File: config.mk
export PLATFORM = sky130hd
export DESIGN_NAME = frame_wr_scheduler
export DESIGN_NICKNAME = d
export VERILOG_FILES = /design/src/rtl/frame_wr_scheduler.sv
export SDC_FILE = /design/constraint.sdc
export NUM_CORES = 1
export LEC_CHECK = 0
export ABC_AREA = 1
export BUFFER_PORTS_ARGS = -buffer_cell sky130_fd_sc_hd__buf_2
export CORE_ASPECT_RATIO = 0.75
export CORE_MARGIN = 5
export CORE_UTILIZATION = 55
export CTS_BUF_LIST = sky130_fd_sc_hd__clkbuf_4 sky130_fd_sc_hd__clkbuf_8 sky130_fd_sc_hd__clkbuf_16
export CTS_CLUSTER_DIAMETER = 120
export DETAILED_ROUTE_END_ITERATION = 12
export GPL_TIMING_DRIVEN = 1
export PLACE_DENSITY_LB_ADDON = 0.15
export SLEW_MARGIN = 10
export SYNTH_ARGS = -nofsm -noshare
export SYNTH_HDL_FRONTEND = slang
export SYNTH_SLANG_ARGS = --single-unit
File: constraint.sdc
create_clock -name clk_50m -period 1.95 [get_ports clk_50m]
set_input_delay 0.0975 -clock clk_50m [delete_from_list [all_inputs] [get_ports clk_50m]]
set_output_delay 0.0975 -clock clk_50m [all_outputs]
set_load 0.02 [all_outputs]
File: src/rtl/frame_wr_scheduler.sv
// Frame-granular write scheduler: grants one of two frame sources per
// new-frame window and muxes its pixel stream into the memory write port.
// Ports: clk_50m/rst_n; new_frame_i, mem_rdy_to_wr in; mem_wr_req,
// mem_din out; auto_en, src1_req in; srcN_start/srcN_wr_en out;
// srcN_den/srcN_dout in; busy, grant, frame_cnt, skip_cnt and the
// sticky overrun/timeout_err/proto_err status out.
module frame_wr_scheduler #(
  parameter int DATA_DEPTH = 1024*768,
  parameter int CNT_W      = 20,
  parameter int TIMEOUT    = 65535,
  parameter int TO_W       = 16
) (
  input  logic        clk_50m,
  input  logic        rst_n,
  input  logic        new_frame_i,
  input  logic        mem_rdy_to_wr,
  output logic        mem_wr_req,
  output logic [15:0] mem_din,
  input  logic        auto_en,
  input  logic        src1_req,
  output logic        src0_start,
  output logic        src1_start,
  output logic        src0_wr_en,
  output logic        src1_wr_en,
  input  logic        src0_den,
  input  logic [15:0] src0_dout,
  input  logic        src1_den,
  input  logic [15:0] src1_dout,
  output logic        busy,
  output logic        grant,
  output logic [15:0] frame_cnt,
  output logic [15:0] skip_cnt,
  output logic        overrun,
  output logic        timeout_err,
  output logic        proto_err
);

  localparam logic [CNT_W-1:0] PIX_LAST = CNT_W'(DATA_DEPTH - 1);
  localparam logic [TO_W-1:0]  TO_LAST  = TO_W'(TIMEOUT - 1);

  typedef enum logic [1:0] {
    IDLE,
    START,
    RUN,
    DONE
  } state_t;

  state_t           state;
  state_t           state_nxt;
  logic [CNT_W-1:0] pix_cnt;
  logic [CNT_W-1:0] pix_nxt;
  logic [TO_W-1:0]  to_cnt;
  logic [TO_W-1:0]  to_nxt;
  logic             pend;
  logic             pend_clr;
  logic             grant_nxt;
  logic [15:0]      frame_nxt;
  logic [15:0]      skip_nxt;
  logic             tout_nxt;
  logic             gden;
  logic             ngden;
  logic [15:0]      gdout;
  logic             acc;
  logic             pick_ok;
  logic             pick;

  assign gden  = grant ? src1_den  : src0_den;
  assign ngden = grant ? src0_den  : src1_den;
  assign gdout = grant ? src1_dout : src0_dout;
  assign acc   = gden & mem_rdy_to_wr;
  assign busy  = (state != IDLE);

  // Round-robin only matters when both sources are eligible.
  assign pick_ok = auto_en | pend;
  always_comb begin
    pick = 1'b0;
    unique case (1'b1)
      (auto_en & pend):  pick = ~grant;
      (~auto_en & pend): pick = 1'b1;
      default:           pick = 1'b0;
    endcase
  end

  always_comb begin
    state_nxt  = state;
    pix_nxt    = pix_cnt;
    to_nxt     = to_cnt;
    grant_nxt  = grant;
    frame_nxt  = frame_cnt;
    skip_nxt   = skip_cnt;
    tout_nxt   = timeout_err;
    pend_clr   = 1'b0;
    src0_start = 1'b0;
    src1_start = 1'b0;
    src0_wr_en = 1'b0;
    src1_wr_en = 1'b0;
    mem_wr_req = 1'b0;
    mem_din    = '0;
    unique case (state)
      IDLE: begin
        if (new_frame_i) begin
          if (pick_ok) begin
            grant_nxt = pick;
            pend_clr  = pick;
            state_nxt = START;
          end else if (skip_cnt != 16'hFFFF) begin
            skip_nxt = skip_cnt + 16'd1;
          end
        end
      end
      START: begin
        src0_start = ~grant;
        src1_start = grant;
        pix_nxt    = '0;
        to_nxt     = '0;
        state_nxt  = RUN;
      end
      RUN: begin
        src0_wr_en = ~grant & mem_rdy_to_wr;
        src1_wr_en = grant & mem_rdy_to_wr;
        mem_wr_req = acc;
        mem_din    = gdout;
        if (acc) begin
          pix_nxt = pix_cnt + 1'b1;
          to_nxt  = '0;
          if (pix_cnt == PIX_LAST) begin
            state_nxt = DONE;
          end
        end else if (mem_rdy_to_wr) begin
          // Only source-side starvation counts toward the timeout.
          if (to_cnt == TO_LAST) begin
            tout_nxt  = 1'b1;
            state_nxt = IDLE;
          end else begin
            to_nxt = to_cnt + 1'b1;
          end
        end
      end
      DONE: begin
        frame_nxt = frame_cnt + 16'd1;
        state_nxt = IDLE;
      end
      default: state_nxt = IDLE;
    endcase
  end

  always_ff @(posedge clk_50m or negedge rst_n) begin
    if (!rst_n) begin
      state       <= IDLE;
      pix_cnt     <= '0;
      to_cnt      <= '0;
      pend        <= 1'b0;
      grant       <= 1'b0;
      frame_cnt   <= '0;
      skip_cnt    <= '0;
      overrun     <= 1'b0;
      timeout_err <= 1'b0;
      proto_err   <= 1'b0;
    end else begin
      state       <= state_nxt;
      pix_cnt     <= pix_nxt;
      to_cnt      <= to_nxt;
      pend        <= src1_req | (pend & ~pend_clr);
      grant       <= grant_nxt;
      frame_cnt   <= frame_nxt;
      skip_cnt    <= skip_nxt;
      timeout_err <= tout_nxt;
      if (new_frame_i && state != IDLE) begin
        overrun <= 1'b1;
      end
      // Granted data is only legal while streaming.
      if (ngden || (gden && state != RUN)) begin
        proto_err <= 1'b1;
      end
    end
  end

endmodule

==> results of run 1 <==
metrics by stage:
stage	std cells	total power, W	area [um^2]	setup TNS [ns]
2_1_floorplan	618	0.003230	4472	0
3_3_place_gp	817	0.003813	5116	0
3_5_place_dp	817	0.003874	5116	0
4_1_cts	837	0.005213	5378	0
5_1_grt	840	0.005580	5421	-0.1683
6_report	840	0.005223	5421	0
where the power goes:
| part | total, W | switching, W | leakage, nW | internal (W) |
|---|---|---|---|---|
| Sequential | 0.00193 | 0.000208 | 1.01 | 0.00172 |
| Combinational | 0.00197 | 0.00134 | 1.58 | 0.000629 |
| Clock | 0.00132 | 0.000586 | 0.110 | 0.000737 |
final cells by class:
class,count,area (um^2)
inverters,62,240.2
well taps,105,131.4
repair inverters,1,7.507
multi-input cells,464,2282
repair buffers,117,660.6
flip-flops and latches,75,1878
clock buffers,10,131.4
fillers,657,2496
clock inverters,6,90.09
synth_stat cells, drive strengths merged:
| library cell | instances | area [um^2] |
|---|---|---|
| a22o | 1 | 8.760 |
| xnor2 | 7 | 61.31 |
| nand3b | 3 | 22.52 |
| nand2 | 195 | 754.5 |
| nor3 | 10 | 50.05 |
| o21ai | 33 | 191.4 |
| nand4 | 29 | 181.4 |
| a21oi | 27 | 135.1 |
| buf | 8 | 58.80 |
| nand3 | 30 | 150.1 |
| xor2 | 22 | 192.7 |
| ha | 5 | 62.56 |
| inv | 62 | 232.7 |
| mux2 | 1 | 11.26 |
| o211ai | 3 | 22.52 |
| nor2 | 85 | 329.1 |
| a21o | 2 | 15.01 |
| and3b | 1 | 8.760 |
| or2 | 3 | 18.77 |
| clkbuf | 9 | 33.78 |
| a221oi | 1 | 8.760 |
| dfrtp | 75 | 1877 |
| o21bai | 6 | 45.04 |
path summary, 6_finish.rpt:
check                               from            end  slack [ns]
min in group asynchronous          rst_n      to_cnt[7]        0.23
max in group asynchronous          rst_n    skip_cnt[9]        1.13
min reg2reg                frame_cnt[15]  frame_cnt[15]        0.47
max                          skip_cnt[1]    skip_cnt[9]        0.11
min                          new_frame_i        overrun        0.07
max reg2reg                  skip_cnt[1]    skip_cnt[9]        0.11
placed cells by master, fill, tap and decap left out, drive strengths merged, types with 2 or more instances in the layout:
master / Yosys / routed
nand3b: 3 / 3
nor3: 10 / 10
dfrtp: 75 / 75
o21bai: 6 / 6
a21oi: 27 / 27
clkinvlp: 0 / 4
nand3: 30 / 30
nor2: 85 / 85
xor2: 22 / 22
inv: 62 / 60
a21o: 2 / 2
o21ai: 33 / 33
clkinv: 0 / 3
clkbuf: 9 / 10
buf: 8 / 113
xnor2: 7 / 7
or2: 3 / 3
nand2: 195 / 195
nand4: 29 / 29
bufinv: 0 / 2
ha: 5 / 5
dlygate4sd3: 0 / 4
o211ai: 3 / 3
metal layers:
layer	share of wire	up-vias	GRT usage	wire length [um]
li1	-	2215	-	-
met1	0.44	2042	0.3207	5154
met4	0.010	0	0.06472	117
met2	0.46	198	0.4065	5332
met5	0	-	0	0
met3	0.094	14	0.05594	1096
kinds of logic after synthesis:
kind of cell | Yosys count
AND/OR/NAND/NOR | 356
XOR/XNOR | 29
flip-flops | 75
buffers and inverters | 79
multiplexers | 1
AO/OA/AOI/OAI | 73
adder cells (fa/ha/maj) | 5
critical path: stages, from the launching register on:
cell and delay, ns:
sky130_fd_sc_hd__dfrtp_1 0.38, sky130_fd_sc_hd__ha_2 0.24, sky130_fd_sc_hd__inv_1 0.08, sky130_fd_sc_hd__nor2_2 0.16
sky130_fd_sc_hd__nand2_1 0.09, sky130_fd_sc_hd__nor2_1 0.14, sky130_fd_sc_hd__nand2_1 0.09, sky130_fd_sc_hd__nand2_2 0.15
sky130_fd_sc_hd__buf_4 0.20, sky130_fd_sc_hd__nor2_1 0.06, sky130_fd_sc_hd__xor2_1 0.14
sequential cells by signal, summed over array words and instances, names as in the netlist:
register     count
to_cnt          16
skip_cnt        16
overrun          1
proto_err        1
timeout_err      1
state            2
frame_cnt       16
pix_cnt         20
pend             1
grant            1
repair_timing:
item	in CTS	in global routing
endpoints found under the hold margin	36	0
setup endpoints to repair	0	19
hold buffers	4	0
gates resized for setup	0	9
buffers inserted	0	2
==> impl_summary.txt, run 1 <==
----------------------------------------------------
[Synth]
  Number of synthesized register bits ... 75
  Share of the synthesized area in compound gates (AO/OA/AOI/OAI) ... 0.09541
  Combinational family with the most area after synthesis ... simple AND/OR/NAND/NOR gates
  Number of distinct library cells after synthesis ... 33
  Net count after synthesis ... 663
  Fraction of synthesized cell area in xor and xnor cells ... 0.05680
  Mapped cell area ... 0.004472 mm^2
  Share of synthesized area spent on multiplexers ... 0.002518
  Area share of fa/ha/maj cells after synthesis ... 0.01399
  Simple logic cell fraction of the synthesized area ... 0.3388
  Number of warnings printed during yosys synthesis ... 0
  Synthesized instance count ... 618
  Mean instance size in the synthesized netlist ... 7.236 um^2
  Fraction of the yosys area taken by sequential cells ... 0.4197

[STA]
  Max Clock Skew ... 0.01004 ns
  Worst slew margin ... 0.6874
  Number of setup violations in the final report ... 0
  Final Hold Violating Endpoints ... 0
  Smallest setup slack after layout ... 0.1062 ns
  Clock period minus final worst setup slack ... 1.844 ns
  Achievable frequency ... 542.4 MHz
  Part of the cycle the worst path needs ... 0.9455
  Max-slew violation total from the final report ... 0
  Worst Max-Slew Pin Slew ... 0.4689 ns
  Final worst hold slack ... 0.07473 ns

[Min path]
  Instance count along the most critical hold path ... 3
  Hold WC Path Type ... in2reg

[Global route]
  Congestion Overflow GR ... 0
  Via count of the first global-routing pass ... 4276
  Maximum number of pins on one net before global-route repair ... 42
  Initial antenna violation count ... 0
  Overall global routing resource usage ... 0.2426
  Wire length of the first global-routing pass ... 19640 um

[Setup path]
  Required @ worst endpoint ... 2.17 ns
  Critical Setup Path Class ... reg2reg
  Arrival time at the worst endpoint ... 2.07 ns
  Critical path peak fanout ... 9
  Worst-case reg-to-reg path depth ... 10
  Nature of the critical path startpoint ... flip-flop
  Endpoint kind of the worst setup timing path ... flip-flop

[Floorplanning]
  Width of the die ... 114.1 um
  Height of the die ... 88.09 um
  Placement Rows ... 28
  Die area ... 0.01005 mm^2
  Starting utilization of the core area ... 0.5648
  IO Count ... 98
  Core outline area ... 0.007918 mm^2

[CTS]
  Clock latency reported for the late side of the worst-skew pair ... 0.35 ns
  Maximum number of buffers from clock root to sink ... 2
  Clock transition at the registers of the reported paths ... 0.08 ns
  Clock buffers created by TritonCTS ... 9
  CTS tree ... yes
  Root buffer cell ... sky130_fd_sc_hd__clkbuf_8
  Clock Sink Count ... 75
  CTS HTree Levels ... 3

[Detailed routing]
  Initial detailed-routing violation count ... 273
  Total number of vias ... 4469
  Drt pass-1 iters ... 7
  Total detailed-routing wirelength ... 11700 um
  Drt via density ... 5.320
  Number of design rule violations left after detail routing ... 0
  DR WL/cell ... 13.93 um
  Detail Route Antenna Nets ... 0

[Placement]
  Pre-CTS setup slack ... 0.08804 ns
  Detailed-placement wirelength estimate ... 8680 um
  Routability congestion estimate ... 0.9014
  Number of buffer cells added on primary ports ... 97

[Finish]
  Final standard cell utilization of the core ... 0.6847
  Antenna diode instance count ... 0
  Growth of design area from synthesis to finish ... 21.24%
  Fin nets ... 775
  Ratio of cells with drive above 1 in the final layout ... 0.2150

[Pwr]
  Worst ir drop on vdd ... 591.3 uV
  Power Density ... 963.5 mW/mm^2
  Reported leakage power ... 2.697 nW

[Run]
  Max-cap violations ... 0

[Status]
  Outcome ... finished clean

----------------------------------------------------
(Power assumes the default switching activity.)
==> inputs of run 2 (changes only) <==
--- a/config.mk
+++ b/config.mk
@@ -7,7 +7,8 @@
 export LEC_CHECK = 0
 export ABC_AREA = 1
 export BUFFER_PORTS_ARGS = -buffer_cell sky130_fd_sc_hd__buf_2
-export CORE_ASPECT_RATIO = 0.75
+export CAP_MARGIN = 0
+export CORE_ASPECT_RATIO = 0.8
 export CORE_MARGIN = 5
 export CORE_UTILIZATION = 55
 export CTS_BUF_LIST = sky130_fd_sc_hd__clkbuf_4 sky130_fd_sc_hd__clkbuf_8 sky130_fd_sc_hd__clkbuf_16
==> run 2 against run 1 <==
  * Sequential cell count stayed put
  * Clock power hardly changed
  * Combinational power is 2% lower
  * First-iteration DRC count is 30% lower
  * Non-clock buffer count is 4 lower
  * Highest routed layer unchanged
==> impl_summary.txt, run 2 (synthesized netlist as in run 1, its figures left out) <==
----------------------------------------------------
[Setup path]
  Required @ worst endpoint ... 2.19 ns
  Endpoint kind of the worst setup timing path ... flip-flop
  Critical Setup Path Class ... reg2reg
  Master of the slowest instance on the critical path ... sky130_fd_sc_hd__dlygate4sd3_1
  CP cell instances ... nand2_2, buf_6, a221oi_1, nand2_1, dlygate4sd3_1
  Peak per-stage delay on the critical path ... 0.56 ns
  Arrival time at the worst endpoint ... 2.04 ns
  Worst path bufs/invs ... 2
  Nature of the critical path startpoint ... flip-flop
  Worst path top cell family by delay ... buffers and inverters
  Critical path peak fanout ... 20

[Detailed routing]
  Uppermost layer routed ... met4
  Drt via density ... 5.211
  Met2 wire length ... 5116 um
  Total number of vias ... 4372
  Drt pass-1 iters ... 5
  Initial detailed-routing violation count ... 192
  Total detailed-routing wirelength ... 11200 um
  Met1 wire length ... 5105 um
  WL met3 ... 718 um
  DR WL/cell ... 13.35 um
  Number of design rule violations left after detail routing ... 0
  Detail Route Antenna Nets ... 0

[Finish]
  Leading cell types in the layout, fill and taps excluded ... sky130_fd_sc_hd__nand2_1 (189), sky130_fd_sc_hd__buf_2 (96), sky130_fd_sc_hd__nor2_1 (80)
  Fin nets ... 771
  Max reg flops ... 20
  Number of fillers in the final layout ... 648
  Top register by number of flip-flops ... pix_cnt
  Number of cells in the finished layout apart from fillers ... 839
  Ratio of cells with drive above 1 in the final layout ... 0.2093
  Growth of design area from synthesis to finish ... 20.71%
  Most common library cell in the layout ignoring fill and taps ... sky130_fd_sc_hd__nand2_1
  Antenna diode instance count ... 0
  Final standard cell area without fillers ... 0.005398 mm^2

[STA]
  Worst slew margin ... 0.7241
  Smallest setup slack after layout ... 0.1502 ns
  Part of the cycle the worst path needs ... 0.9230
  Worst Max-Slew Pin Slew ... 0.4107 ns
  Achievable frequency ... 555.6 MHz
  Max Clock Skew ... 0.01022 ns
  Number of setup violations in the final report ... 0
  Clock period minus final worst setup slack ... 1.800 ns
  Max-slew violation total from the final report ... 0
  Final Hold Violating Endpoints ... 0

[Min path]
  Hold WC Path Type ... in2reg

[Global route]
  Via count of the first global-routing pass ... 4120
  Congestion Overflow GR ... 0
  Overall global routing resource usage ... 0.2255
  Wire length of the first global-routing pass ... 19120 um
  Initial antenna violation count ... 0
  Maximum number of pins on one net before global-route repair ... 76

[Run]
  Max-cap violations ... 0

[Floorplanning]
  Starting utilization of the core area ... 0.5627
  Core outline area ... 0.007946 mm^2
  Placement Rows ... 29
  IO Count ... 98
  Width of the die ... 110.8 um
  Die area ... 0.01004 mm^2
  Height of the die ... 90.65 um

[Status]
  Outcome ... finished clean

[Placement]
  Pre-CTS setup slack ... 0.1224 ns
  Routability congestion estimate ... 0.8888
  Number of buffer cells added on primary ports ... 97
  Instance area after placement ... 0.005090 mm^2
  Number of cells in the design after placement ... 816
  Detailed-placement wirelength estimate ... 8276 um

[CTS]
  Root buffer cell ... sky130_fd_sc_hd__clkbuf_8
  Clock transition at the registers of the reported paths ... 0.08 ns
  Clock buffers created by TritonCTS ... 9
  Clock Sink Count ... 75
  CTS tree ... yes
  Clock latency reported for the late side of the worst-skew pair ... 0.35 ns
  Maximum number of buffers from clock root to sink ... 2
  CTS HTree Levels ... 3

[Pwr]
  Power Density ... 962.7 mW/mm^2
  Worst ir drop on vdd ... 665.2 uV
  Reported leakage power ... 2.680 nW

----------------------------------------------------
-- run 2: cell types whose count changed in the layout (fill, tap and decap cells not counted) --
cell	change
sky130_fd_sc_hd__buf_6	+1
sky130_fd_sc_hd__dfrtp_2	-1
sky130_fd_sc_hd__buf_4	-5
sky130_fd_sc_hd__dfrtp_1	+1
-- run 2: metal layers --
metal / vias up / GRT usage
li1: 2203 / -
met1: 2014 / 0.2985
met2: 135 / 0.3667
met3: 20 / 0.04689
met4: 0 / 0.08205
met5: - / 0
-- run 2: final timing paths --
check                                 to  depth (start not counted)  slack [ns]          start
min reg2reg                frame_cnt[15]                          1        0.48  frame_cnt[15]
min in group asynchronous      to_cnt[5]                          3        0.30          rst_n
max                            proto_err                          5        0.15       state[1]
max reg2reg                    proto_err                          5        0.15       state[1]
min                                grant                          3         0.1    new_frame_i
max in group asynchronous     pix_cnt[8]                          3        1.33          rst_n
-- run 2: area by class of cell --
class	count	area (um^2)	area share
inverter	62	240.2	0.04451
tap	108	135.1	0.02503
clock buffer	10	131.4	0.02434
timing repair inverter	1	7.507	0.001391
multi-input combinational	464	2282	0.4228
sequential	75	1877	0.3477
clock inverter	6	90.09	0.01669
timing repair buffer	113	634.4	0.1175
-- run 2: timing repair --
item	in CTS	in global routing
hold buffers	4	0
resized for setup	0	9
endpoints found under the setup margin	0	18
endpoints found under the hold margin	77	0
buffers inserted	0	2
-- run 2: report_power, final --
group          total (W)  switching, W  leakage (nW)  internal [W]
combinational    0.00193       0.00132          1.56      0.000616
clock            0.00134      0.000601         0.110      0.000737
sequential       0.00193      0.000209          1.01       0.00172
total            0.00520       0.00213          2.68       0.00307
-- run 2: metrics by stage --
stage                     setup TNS (ns)  total power (W)  hold slack (ns)  utilization
after floorplan                        0         0.003230          -0.1981            -
after global placement                 0         0.003786           0.1472       0.6405
after detailed placement               0         0.003828           0.1477       0.6405
after CTS                              0         0.005190          0.07219       0.6734
after global routing           -0.003191         0.005530          0.09343       0.6793
final                                  0         0.005196          0.09732       0.6793
-- run 2: worst min-delay path: stages --
cell and delay [ns]:
sky130_fd_sc_hd__buf_2 0.12, sky130_fd_sc_hd__nand4_1 0.10, sky130_fd_sc_hd__o21ai_0 0.08
==> inputs of run 3 (changes only) <==
--- a/config.mk
+++ b/config.mk
@@ -14,8 +14,8 @@
 export CTS_BUF_LIST = sky130_fd_sc_hd__clkbuf_4 sky130_fd_sc_hd__clkbuf_8 sky130_fd_sc_hd__clkbuf_16
 export CTS_CLUSTER_DIAMETER = 120
 export DETAILED_ROUTE_END_ITERATION = 12
-export GPL_TIMING_DRIVEN = 1
 export PLACE_DENSITY_LB_ADDON = 0.15
+export RECOVER_POWER = 100
 export SLEW_MARGIN = 10
 export SYNTH_ARGS = -nofsm -noshare
 export SYNTH_HDL_FRONTEND = slang
==> run 3 against run 2 <==
  * Fmax is 0.10% lower
  * Critical path depth stayed put
  * Setup slack lost 0.0018 ns
  * Clock power about the same
  * Sequential share of layout area up 0.42 points
  * Sequential power is essentially flat
  * Sequential cell count is the same
  * Global-route usage is the same
  * Cell area decreased by 1.2%
  * Wire length increased by 0.49%
  * Non-clock buffer count stayed put
  * Worst hold slack got worse by 0.0015 ns
  * Largest cell class unchanged
==> impl_summary.txt, run 3 (synthesized netlist as in run 1, its figures left out) <==
----------------------------------------------------
[Status]
  Outcome ... finished clean

[Placement]
  Pre-CTS setup slack ... 0.1224 ns
  Detailed-placement wirelength estimate ... 8276 um
  Number of buffer cells added on primary ports ... 97
  Number of cells in the design after placement ... 816
  Routability congestion estimate ... 0.8888

[CTS]
  CTS HTree Levels ... 3
  Root buffer cell ... sky130_fd_sc_hd__clkbuf_8
  Clock latency reported for the late side of the worst-skew pair ... 0.35 ns
  Clock transition at the registers of the reported paths ... 0.08 ns
  Clock Sink Count ... 75
  CTS tree ... yes
  Maximum number of buffers from clock root to sink ... 2
  Clock buffers created by TritonCTS ... 9

[Detailed routing]
  Number of design rule violations left after detail routing ... 0
  Initial detailed-routing violation count ... 196
  Drt pass-1 iters ... 5
  Total number of vias ... 4368
  Total detailed-routing wirelength ... 11260 um
  Drt via density ... 5.206
  DR WL/cell ... 13.42 um
  Detail Route Antenna Nets ... 0

[Setup path]
  Worst R2R End ... proto_err
  Launch point of the worst reg-to-reg path ... state[1]
  Critical path peak fanout ... 20
  Required @ worst endpoint ... 2.19 ns
  Peak per-stage delay on the critical path ... 0.56 ns
  Worst path bufs/invs ... 2
  Critical Setup Path Class ... reg2reg
  Nature of the critical path startpoint ... flip-flop
  CP cell instances ... nand2_2, buf_6, a221oi_1, nand2_1, dlygate4sd3_1
  Endpoint kind of the worst setup timing path ... flip-flop
  Worst path top cell family by delay ... buffers and inverters
  Worst-case reg-to-reg path depth ... 5
  Master of the slowest instance on the critical path ... sky130_fd_sc_hd__dlygate4sd3_1
  Setup slack, reg-to-reg ... 0.15 ns
  Logic depth of the worst setup path including buffers ... 5
  Arrival time at the worst endpoint ... 2.04 ns

[Min path]
  End point of the worst hold path ... grant
  Instance count along the most critical hold path ... 3
  Hold WC Path Type ... in2reg
  Worst Min Path Start ... new_frame_i

[Global route]
  Wire length of the first global-routing pass ... 19120 um
  Overall global routing resource usage ... 0.2255
  Via count of the first global-routing pass ... 4120
  Maximum number of pins on one net before global-route repair ... 76
  Congestion Overflow GR ... 0
  Initial antenna violation count ... 0

[Finish]
  Top register by number of flip-flops ... pix_cnt
  Most common library cell in the layout ignoring fill and taps ... sky130_fd_sc_hd__nand2_1
  Number of cells in the finished layout apart from fillers ... 839
  Number of fillers in the final layout ... 673
  Total area of sequential cells ... 0.001877 mm^2
  Max reg flops ... 20
  Leading cell types in the layout, fill and taps excluded ... sky130_fd_sc_hd__nand2_1 (190), sky130_fd_sc_hd__nor2_1 (80), sky130_fd_sc_hd__dfrtp_1 (75)
  Area occupied by multi-input gates ... 0.002280 mm^2
  Fin nets ... 771
  Ratio of cells with drive above 1 in the final layout ... 0.1546
  Antenna diode instance count ... 0
  Growth of design area from synthesis to finish ... 19.25%
  Final standard cell utilization of the core ... 0.6711

[STA]
  Smallest setup slack after layout ... 0.1483 ns
  Final Hold Violating Endpoints ... 0
  Max Clock Skew ... 0.01040 ns
  Worst Max-Slew Pin Slew ... 0.9889 ns
  Clock period minus final worst setup slack ... 1.802 ns
  Number of setup violations in the final report ... 0
  Achievable frequency ... 555.0 MHz
  Worst slew margin ... 0.3407
  Max-slew violation total from the final report ... 0
  Part of the cycle the worst path needs ... 0.9239

[Pwr]
  Clock power frac ... 0.261
  Worst ir drop on vdd ... 666.8 uV
  Switching fraction of total power ... 0.4133
  Portion of total power attributed to sequential cells ... 0.374
  Power Density ... 966.7 mW/mm^2
  Reported leakage power ... 2.530 nW
  Cell internal pwr ... 0.003025 W
  Part of the total power dissipated in combinational logic ... 0.366
  Net switching power of the design ... 0.002130 W

[Floorplanning]
  Core outline area ... 0.007946 mm^2
  IO Count ... 98
  Placement Rows ... 29
  Width of the die ... 110.8 um
  Starting utilization of the core area ... 0.5627
  Die area ... 0.01004 mm^2
  Height of the die ... 90.65 um

[Run]
  Max-cap violations ... 0

----------------------------------------------------
==> run 3: changes by cell type in the layout (fill, tap and decap cells not counted), sizes merged <==
| cell | previous run | this run |
|---|---|---|
| clkbuf | 10 | 51 |
| buf | 109 | 68 |
==> run 3: power by group through the flow <==
stage / clock network (W) / logic (W) / registers (W)
2_1_floorplan: 0 / 0.00118 / 0.00205
3_3_place_gp: 0 / 0.00184 / 0.00195
3_5_place_dp: 0 / 0.00187 / 0.00196
4_1_cts: 0.00137 / 0.00188 / 0.00193
5_1_grt: 0.00144 / 0.00209 / 0.00195
6_report: 0.00134 / 0.00189 / 0.00193
==> run 3: worst register-to-register path, stage by stage (launching register included) <==
cell and delay [ns]:
sky130_fd_sc_hd__dfrtp_1 0.48, sky130_fd_sc_hd__nand2_2 0.13, sky130_fd_sc_hd__buf_6 0.18, sky130_fd_sc_hd__a221oi_1 0.27, sky130_fd_sc_hd__nand2_1 0.08, sky130_fd_sc_hd__dlygate4sd3_1 0.56
==> run 3: repair_timing <==
| item | in CTS | in global routing |
|---|---|---|
| endpoints found under the hold margin | 77 | 0 |
| endpoints found under the setup margin | 0 | 18 |
| buffers inserted | 0 | 2 |
| resized for setup | 0 | 9 |
| hold buffers | 4 | 0 |
==> run 3: per-layer routing <==
| metal | share of wire | track usage | routed length [um] | vias up |
|---|---|---|---|---|
| li1 | - | - | - | 2198 |
| met1 | 0.46 | 0.2985 | 5212 | 2016 |
| met2 | 0.46 | 0.3667 | 5151 | 134 |
| met3 | 0.056 | 0.04689 | 631 | 20 |
| met4 | 0.023 | 0.08205 | 262 | 0 |
| met5 | 0 | 0 | 0 | - |
==> run 3: how the worst max path moves through the flow <==
stage | startpoint | end
4_1_cts | skip_cnt[0] | skip_cnt[9]
6_report | state[1] | proto_err
3_3_place_gp | to_cnt[0] | to_cnt[11]
3_5_place_dp | skip_cnt[0] | skip_cnt[9]
5_1_grt | pix_cnt[1] | pix_cnt[10]
2_1_floorplan | skip_cnt[0] | skip_cnt[3]
==> run 3: layout make-up <==
class	instances	area share
clock buffer	10	0.02464
clock inverter	6	0.01689
inverter	62	0.04505
multi-input combinational	464	0.4275
sequential	75	0.3519
tap	108	0.02534
timing repair buffer	113	0.1072
timing repair inverter	1	0.001408
==> run 3: metrics by stage <==
| stage | hold slack [ns] | power, W | area [um^2] | TNS (ns) |
|---|---|---|---|---|
| 6_report | 0.09578 | 0.005155 | 5333 | 0 |
| 5_1_grt | 0.09343 | 0.005483 | 5333 | -0.003225 |
| 4_1_cts | 0.07219 | 0.005190 | 5351 | 0 |
| 3_5_place_dp | 0.1477 | 0.003828 | 5090 | 0 |
| 3_3_place_gp | 0.1472 | 0.003786 | 5090 | 0 |
| 2_1_floorplan | -0.1981 | 0.003230 | 4472 | 0 |
